==> src/rtl/ser_pkg.sv <==
// Shared types and helpers for the word serializer: FSM states, default widths
// and the byte-count clamp rule.
package ser_pkg;

    localparam int unsigned DEF_DATA_W = 32;
    localparam int unsigned DEF_BYTE_W = 8;

    typedef enum logic [1:0] {
        IDLE = 2'd0,
        SEND = 2'd1,
        DONE = 2'd2
    } ser_state_e;

    // Requests of zero or beyond the word size fall back to a full word.
    function automatic int unsigned eff_count(input int unsigned nbytes,
                                              input int unsigned nmax);
        if (nbytes == 0 || nbytes > nmax) begin
            return nmax;
        end
        return nbytes;
    endfunction

endpackage

==> src/rtl/byte_shift_reg.sv <==
// Word register with parallel load and one-byte shift in either direction;
// head_c_o is the byte that would leave next in the selected direction.
module byte_shift_reg
    import ser_pkg::*;
#(
    parameter int unsigned DATA_W = DEF_DATA_W,
    parameter int unsigned BYTE_W = DEF_BYTE_W
) (
    input  logic              clock,
    input  logic              reset,
    input  logic              load_i,
    input  logic              shift_i,
    input  logic              shift_left_i,
    input  logic [DATA_W-1:0] data_i,
    output logic [BYTE_W-1:0] head_c_o
);

    logic [DATA_W-1:0] data_q;

    always_ff @(posedge clock) begin
        if (!reset) begin
            data_q <= '0;
        end else if (load_i) begin
            data_q <= data_i;
        end else if (shift_i) begin
            if (shift_left_i) begin
                data_q <= {data_q[DATA_W-BYTE_W-1:0], BYTE_W'(0)};
            end else begin
                data_q <= {BYTE_W'(0), data_q[DATA_W-1:BYTE_W]};
            end
        end
    end

    assign head_c_o = shift_left_i ? data_q[DATA_W-1 -: BYTE_W] : data_q[BYTE_W-1:0];

endmodule

==> src/rtl/word_serializer.sv <==
// Word-to-byte serializer feeding a byte FIFO with backpressure.
// Optional trailing XOR checksum byte when SER_CHECKSUM_EN is defined.
module word_serializer
    import ser_pkg::*;
#(
    parameter  int unsigned DATA_W = DEF_DATA_W,
    parameter  int unsigned BYTE_W = DEF_BYTE_W,
    localparam int unsigned NBYTES = DATA_W / BYTE_W,
    localparam int unsigned CNT_W  = $clog2(NBYTES + 1)
) (
    input  logic              clock,
    input  logic              reset,
    input  logic              start,
    input  logic [DATA_W-1:0] data_in,
    input  logic [CNT_W-1:0]  nbytes,
    input  logic              msb_first,
    input  logic              fifo_full,
    output logic [BYTE_W-1:0] out,
    output logic              req_wr,
    output logic              busy,
    output logic              done
);

    // Counter leaves room for the optional checksum strobe.
    localparam int unsigned SENT_W = $clog2(NBYTES + 2);
`ifdef SER_CHECKSUM_EN
    localparam int unsigned EXTRA = 1;
`else
    localparam int unsigned EXTRA = 0;
`endif

    ser_state_e        state_q, state_d;
    logic              msb_q, msb_d;
    logic [SENT_W-1:0] tgt_q, tgt_d;
    logic [SENT_W-1:0] sent_q, sent_d;
    logic [BYTE_W-1:0] out_q, out_d;
    logic              req_q, req_d;
    logic              busy_q, busy_d;
    logic              done_q, done_d;
    logic              sr_load_c, sr_shift_c;
    logic [BYTE_W-1:0] head_c;
`ifdef SER_CHECKSUM_EN
    logic [BYTE_W-1:0] csum_q, csum_d;
`endif

    byte_shift_reg #(
        .DATA_W (DATA_W),
        .BYTE_W (BYTE_W)
    ) u_shift (
        .clock        (clock),
        .reset        (reset),
        .load_i       (sr_load_c),
        .shift_i      (sr_shift_c),
        .shift_left_i (msb_q),
        .data_i       (data_in),
        .head_c_o     (head_c)
    );

    always_ff @(posedge clock) begin
        if (!reset) begin
            state_q <= IDLE;
            msb_q   <= 1'b0;
            tgt_q   <= '0;
            sent_q  <= '0;
            out_q   <= '0;
            req_q   <= 1'b0;
            busy_q  <= 1'b0;
            done_q  <= 1'b0;
`ifdef SER_CHECKSUM_EN
            csum_q  <= '0;
`endif
        end else begin
            state_q <= state_d;
            msb_q   <= msb_d;
            tgt_q   <= tgt_d;
            sent_q  <= sent_d;
            out_q   <= out_d;
            req_q   <= req_d;
            busy_q  <= busy_d;
            done_q  <= done_d;
`ifdef SER_CHECKSUM_EN
            csum_q  <= csum_d;
`endif
        end
    end

    always_comb begin
        state_d    = state_q;
        msb_d      = msb_q;
        tgt_d      = tgt_q;
        sent_d     = sent_q;
        out_d      = out_q;
        req_d      = 1'b0;
        busy_d     = busy_q;
        done_d     = 1'b0;
        sr_load_c  = 1'b0;
        sr_shift_c = 1'b0;
`ifdef SER_CHECKSUM_EN
        csum_d     = csum_q;
`endif
        case (state_q)
            IDLE: begin
                if (start) begin
                    sr_load_c = 1'b1;
                    msb_d     = msb_first;
                    tgt_d     = SENT_W'(eff_count(32'(nbytes), NBYTES) + EXTRA);
                    sent_d    = '0;
                    busy_d    = 1'b1;
                    state_d   = SEND;
`ifdef SER_CHECKSUM_EN
                    csum_d    = '0;
`endif
                end
            end
            SEND: begin
                if (sent_q == tgt_q) begin
                    // Entering DONE raises done for exactly the DONE cycle.
                    state_d = DONE;
                    done_d  = 1'b1;
                    busy_d  = 1'b0;
                    sent_d  = '0;
                end else if (!fifo_full) begin
                    req_d  = 1'b1;
                    sent_d = sent_q + SENT_W'(1);
`ifdef SER_CHECKSUM_EN
                    if (sent_q == tgt_q - SENT_W'(1)) begin
                        out_d = csum_q;
                    end else begin
                        out_d      = head_c;
                        sr_shift_c = 1'b1;
                        csum_d     = csum_q ^ head_c;
                    end
`else
                    out_d      = head_c;
                    sr_shift_c = 1'b1;
`endif
                end
            end
            DONE: begin
                state_d = IDLE;
                busy_d  = 1'b0;
            end
            default: begin
                state_d = IDLE;
            end
        endcase
    end

    assign out    = out_q;
    assign req_wr = req_q;
    assign busy   = busy_q;
    assign done   = done_q;

endmodule

==> config.mk <==
export PLATFORM = sky130hd
export DESIGN_NAME = word_serializer
export DESIGN_NICKNAME = d
export VERILOG_FILES = /design/src/rtl/ser_pkg.sv /design/src/rtl/byte_shift_reg.sv /design/src/rtl/word_serializer.sv
export SDC_FILE = /design/constraint.sdc
export NUM_CORES = 1
export LEC_CHECK = 0
export ABC_AREA = 0
export CAP_MARGIN = 20
export CORE_MARGIN = 3
export CORE_UTILIZATION = 56
export DETAILED_ROUTE_END_ITERATION = 16
export GPL_TIMING_DRIVEN = 0
export PLACE_DENSITY_LB_ADDON = 0.25
export SETUP_SLACK_MARGIN = 0.4
export SLEW_MARGIN = 20
export SYNTH_ARGS = -nofsm -noshare
export SYNTH_HDL_FRONTEND = slang
export SYNTH_SLANG_ARGS = --single-unit
export TNS_END_PERCENT = 1
==> constraint.sdc <==
create_clock -name clock -period 4.24 [get_ports clock]
set_input_delay 0.848 -clock clock [delete_from_list [all_inputs] [get_ports clock]]
set_output_delay 0.848 -clock clock [all_outputs]
set_load 0.01 [all_outputs]
Word-level counts from Yosys, hierarchy flattened --
Cells that the tools add are included. W data, S select, Z words.
Word-level totals: register bits 52, input port bits 40
Operators by class: reductions and logical operators 12, eq/ne operators 6, $add $sub $neg 1, bitwise logic cells 2, magnitude comparators 1, mux-type cells 25
Operator list (number):
- $mux W32 | 3
- $mux W3 | 5
- $mux W1 | 11
- $reduce_and A3 Y1 | 3
- $mux W8 | 1
- $pmux W3 S2 | 1
- $reduce_and A2 Y1 | 3
- $mux W2 | 2
- $ne A2 B2 Y1 const B | 2
- $pmux W2 S2 | 1
- $reduce_bool A2 Y1 | 2
- $add A3 B1 Y3 const B | 1
- $eq A3 B3 Y1 | 1
- $gt A3 B3 Y1 const B | 1
- $logic_not A3 Y1 | 1
- $ne A3 B3 Y1 const B | 1
- $pmux W1 S3 | 1
- $reduce_bool A3 Y1 | 1
- $eq A2 B1 Y1 const B | 1
- $eq A2 B2 Y1 const B | 1
- $logic_not A2 Y1 | 1
- $not A1 Y1 | 2
- $logic_or A1 B1 Y1 | 1

Longest topological paths before layout --
depth after elaboration 6, mapped depth 8

By module --
From an unflattened synthesis, not the netlist that was laid out.
Second synthesis, totals: cells, all modules 292, area, all modules 2880.3 um2
Modules (own cells, without submodules):
- byte_shift_reg | area each 1910.6 um2, instances 1, seq. area each 640.6 um2, cells each 191
- word_serializer | area each 969.7 um2, instances 1, seq. area each 400.4 um2, cells each 101

Least setup slack after synthesis --
No wires, ideal clock.
path kind input -> register, from input port fifo_full, to register u_shift.data_q[27], slack 2.367 ns, buffers on the path 2, data required time 4.106 ns, setup time 0.134 ns, stages 5, arrival time 1.739 ns, path through a311o_1 > buf_2 > nand2_1 > buf_2 > a311oi_1
On the way: word-level cells in the longest chain between the ends 4
RTL lines:
- start, declared | RTL line word_serializer.sv:17 | input logic fifo_full,
- $mux W1 | RTL line word_serializer.sv:122 | end else if (!fifo_full) begin
- $mux W1 | RTL line word_serializer.sv:116 | if (sent_q == tgt_q) begin
- $mux W1 | RTL line word_serializer.sv:101 | case (state_q)
- $reduce_bool A2 Y1 (no line)
- end signal, assigned | RTL line byte_shift_reg.sv:24 | data_q <= data_i;
- end signal, assigned | RTL line byte_shift_reg.sv:27 | data_q <= {data_q[DATA_W-BYTE_W-1:0], BYTE_W'(0)};
- end signal, assigned | RTL line byte_shift_reg.sv:29 | data_q <= {BYTE_W'(0), data_q[DATA_W-1:BYTE_W]};
- end, declared | RTL line byte_shift_reg.sv:18 | logic [DATA_W-1:0] data_q;
No other way between the ends. A chain may end at the register's enable or synchronous reset.

Worst setup path in the final report --
from input port fifo_full, to register u_shift.data_q[21]
The elaborated chain is that of the path after synthesis.

==> results.txt <==
----------------------------------------------------
[Logic synthesis]
  Syn Std Cell Area ... 2630 um2
  Distinct cell type count of the synthesized netlist ... 31
  Post-synthesis net count ... 356
  Yosys warnings ... 0
  Synth top cells by count ... dfxtp_1, nand2_1, mux2i_1
  Proportion of register bits with asynchronous set or reset after synthesis ... 0
  Most area-consuming cells after synthesis ... dfxtp_1, mux2i_1, nand2_1
  Commonest register cell after synthesis ... dfxtp_1
  Fraction of synthesized cell area taken by the top area cell type ... 0.396
  Post-synth top area cell ... dfxtp_1
  Portion of the post-synthesis area used by sequential elements ... 0.396
  Average cell area after synthesis ... 8.48 um2
  Most instantiated library cell after synthesis ... dfxtp_1
  Mapped Cells ... 310
  Number of synthesized flops with an enable pin ... 0
  Seq cells post-synth ... 52

[Setup path]
  Largest fanout on the critical path ... 10
  Arrival @ worst endpoint ... 2.64 ns
  Cell breakdown of the critical path ... clkdlybuf4s50_1 > a311oi_2 > nor2_1 > buf_2 > o21ai_1
  Sort of element at the start of the critical path ... input port
  Cell at the slowest stage of the critical path ... a311oi_2
  Number of buffers and inverters on the critical path ... 2
  Worst reg2reg setup slack ... 2.07 ns
  Data required, critical path ... 4.49 ns
  Type of the setup path with the least slack ... in -> reg
  Number of cells on the worst reg-to-reg path ... 7
  End of the worst register-to-register path ... u_shift.data_q[21]
  Worst path top cell family by delay ... compound AO/OA/AOI/OAI gates
  CP Capture Type ... flop
  Delay contributed by the slowest stage of the critical path ... 0.63 ns
  Beginning of the worst register-to-register path ... state_q[1]

[Final layout]
  Share of post-route cells with drive strength above 1 ... 0.0516
  Antenna cells ... 0
  Util after Layout ... 0.744
  Layout overhead on the synthesized area ... 25.7%
  Post-layout nets ... 413
  Count of placed standard cells in the final layout, fillers left out ... 420
  Count of fill cells added during filler insertion ... 343

[Detailed routing]
  Routed vias ... 2597
  Initial DRC Count ... 242
  DR pass1 iterations ... 4
  Post-detailed-route count of antenna-violating nets ... 0
  Routed wirelength normalized by instance count ... 16.5 um
  DRT Wirelength ... 6940 um
  Per-cell via count in the routed design ... 6.18
  DRC violation count after routing ... 0

[Worst hold path]
  Worst hold path type ... reg -> reg
  Hold-critical path endpoint ... busy
  Startpoint of the worst hold path ... busy
  Hold path depth ... 2

[Clock tree]
  CTS tree ... yes
  Clock H-tree levels ... 2
  CTS max path bufs ... 2
  Clock slew at the register clock pins of the worst setup and hold paths ... 0.10 ns
  Count of cells resized by post-cts repair ... 0
  CTS sink count ... 52
  Clock Latency Late Sink ... 0.31 ns
  CTS root buffer ... clkbuf_8
  Hold_buf cts ... 0
  Number of post-CTS setup repair buffers ... 0
  Clock buffers created by TritonCTS ... 5

[STA]
  Fmax ... 0.419 GHz
  Worst Tran Pin Value ... 0.665 ns
  Number of pins with negative max-slew slack in the final report ... 0
  Share of the cycle needed by the critical path after routing ... 0.564
  Unrepaired setup endpoints after global routing ... no
  Fin crit period ... 2.39 ns
  Final worst hold slack ... 0.469 ns
  Clock Skews ... 0.00540 ns
  Final number of setup-violating endpoints ... 0
  Number of failing hold endpoints at the final stage ... 0
  Slew Limit Headroom ... 0.557
  Sum Neg Setup Slack ... 0 ns

[Global routing]
  Maximum number of pins on one net before global-route repair ... 17
  Wire length of the first global-routing pass ... 11200 um
  Antenna violations before repair ... 0
  Total congestion overflow ... 0
  All-Layer GR Usage ... 0.261
  Via count of the first global-routing pass ... 2273

[Power and ir drop]
  Post-layout total power ... 1.80 mW
  Static leakage ... 1.13 nW
  Maximum vdd ir drop ... 0.308 mV
  Pwr dens ... 543 nW/um2

[Die]
  Top Ports ... 51
  Initial cell density of the core ... 0.592
  Die outline area ... 5550 um2
  Std-Cell Rows ... 24
  Die boundary width ... 74.5 um
  Total core area ... 4440 um2
  Die Height ... 74.5 um

[Placed design]
  Final weighted congestion in routability-driven placement ... 0.885
  Port Buffer Count ... 50
  HPWL after detailed placement ... 5220 um
  Dpl cells ... 412

[Outcome]
  Outcome ... finished, final reports clean

[Run]
  Max-cap violation count ... 0

----------------------------------------------------
## layout make-up
type | count | area, um2 | area share
multi-input cells | 222 | 1440 | 0.435
flip-flops and latches | 52 | 1040 | 0.315
repair buffers | 50 | 500 | 0.151
plain buffers | 30 | 128 | 0.0386
clock buffers | 5 | 68.8 | 0.0208
well taps | 52 | 65.1 | 0.0197
clock inverters | 3 | 42.5 | 0.0129
inverters | 6 | 22.5 | 0.00681
## logic make-up (layout without fill, tap and decap cells)
logic type               count (synthesis)  count (layout)  share of synthesized area
AO/OA/AOI/OAI                           70              70                      0.191
flip-flops                              52              52                      0.396
multiplexers                            27              27                      0.103
adder cells (fa/ha/maj)                  6               6                     0.0285
AND/OR/NAND/NOR                        116             116                      0.215
XOR/XNOR                                 3               3                    0.00999
buffers and inverters                   36              94                     0.0571
## sequential cells by signal, indices dropped and copies added, names as in the netlist
| name | count |
|---|---|
| u_shift.data_q | 32 |
| req_wr | 1 |
| tgt_q | 3 |
| out | 8 |
| msb_q | 1 |
| state_q | 2 |
| busy | 1 |
| sent_q | 3 |
| done | 1 |
## tightest hold or removal path, stage by stage, from the launching register on
cell and delay (ns):
dfxtp_1 0.32, nand2_1 0.05, mux2i_1 0.06
## cell usage in the layout (no fill, tap or decap), types with 7 or more instances in the layout
cell | synthesis | routed
a211oi_1 | 10 | 10
a311oi_1 | 16 | 16
buf_1 | 7 | 7
clkbuf_1 | 15 | 15
clkdlybuf4s50_1 | 0 | 50
dfxtp_1 | 52 | 52
mux2i_1 | 27 | 27
nand2_1 | 44 | 44
nand3_1 | 9 | 9
nand3b_1 | 10 | 10
nand4_1 | 16 | 16
nor2_1 | 12 | 12
nor3_1 | 18 | 18
o211ai_1 | 17 | 17
o21ai_1 | 10 | 10
## power by group
| part | switching, mW | internal, mW |
|---|---|---|
| registers | 0.110 | 0.612 |
| clock network | 0.176 | 0.175 |
| logic | 0.422 | 0.303 |
## metal layers
metal,up-vias,GRT usage,wire (um)
li1,1258,-,-
met1,1184,0.375,3200
met2,141,0.392,3000
met3,14,0.0541,631
met4,0,0.0850,111
met5,-,0,0
## stage by stage
| stage | area (um2) | setup slack, ns |
|---|---|---|
| CTS | 3310 | 1.92 |
| global placement | 3200 | 1.60 |
| global route | 3310 | 1.74 |
| detailed placement | 3200 | 1.59 |
| finish | 3310 | 1.85 |
| floorplan | 2630 | 2.37 |
## worst max path at each step
| stage | start | cells past startpoint | endpoint | slack [ns] |
|---|---|---|---|---|
| final | fifo_full | 5 | u_shift.data_q[21] | 1.85 |
| after global routing | start | 6 | u_shift.data_q[31] | 1.74 |
| after CTS | start | 6 | u_shift.data_q[31] | 1.92 |
| after detailed placement | start | 6 | u_shift.data_q[27] | 1.59 |
| after global placement | start | 6 | u_shift.data_q[27] | 1.60 |
| after floorplan | fifo_full | 5 | u_shift.data_q[27] | 2.37 |
Note: power is estimated with default switching activity, not from simulation.
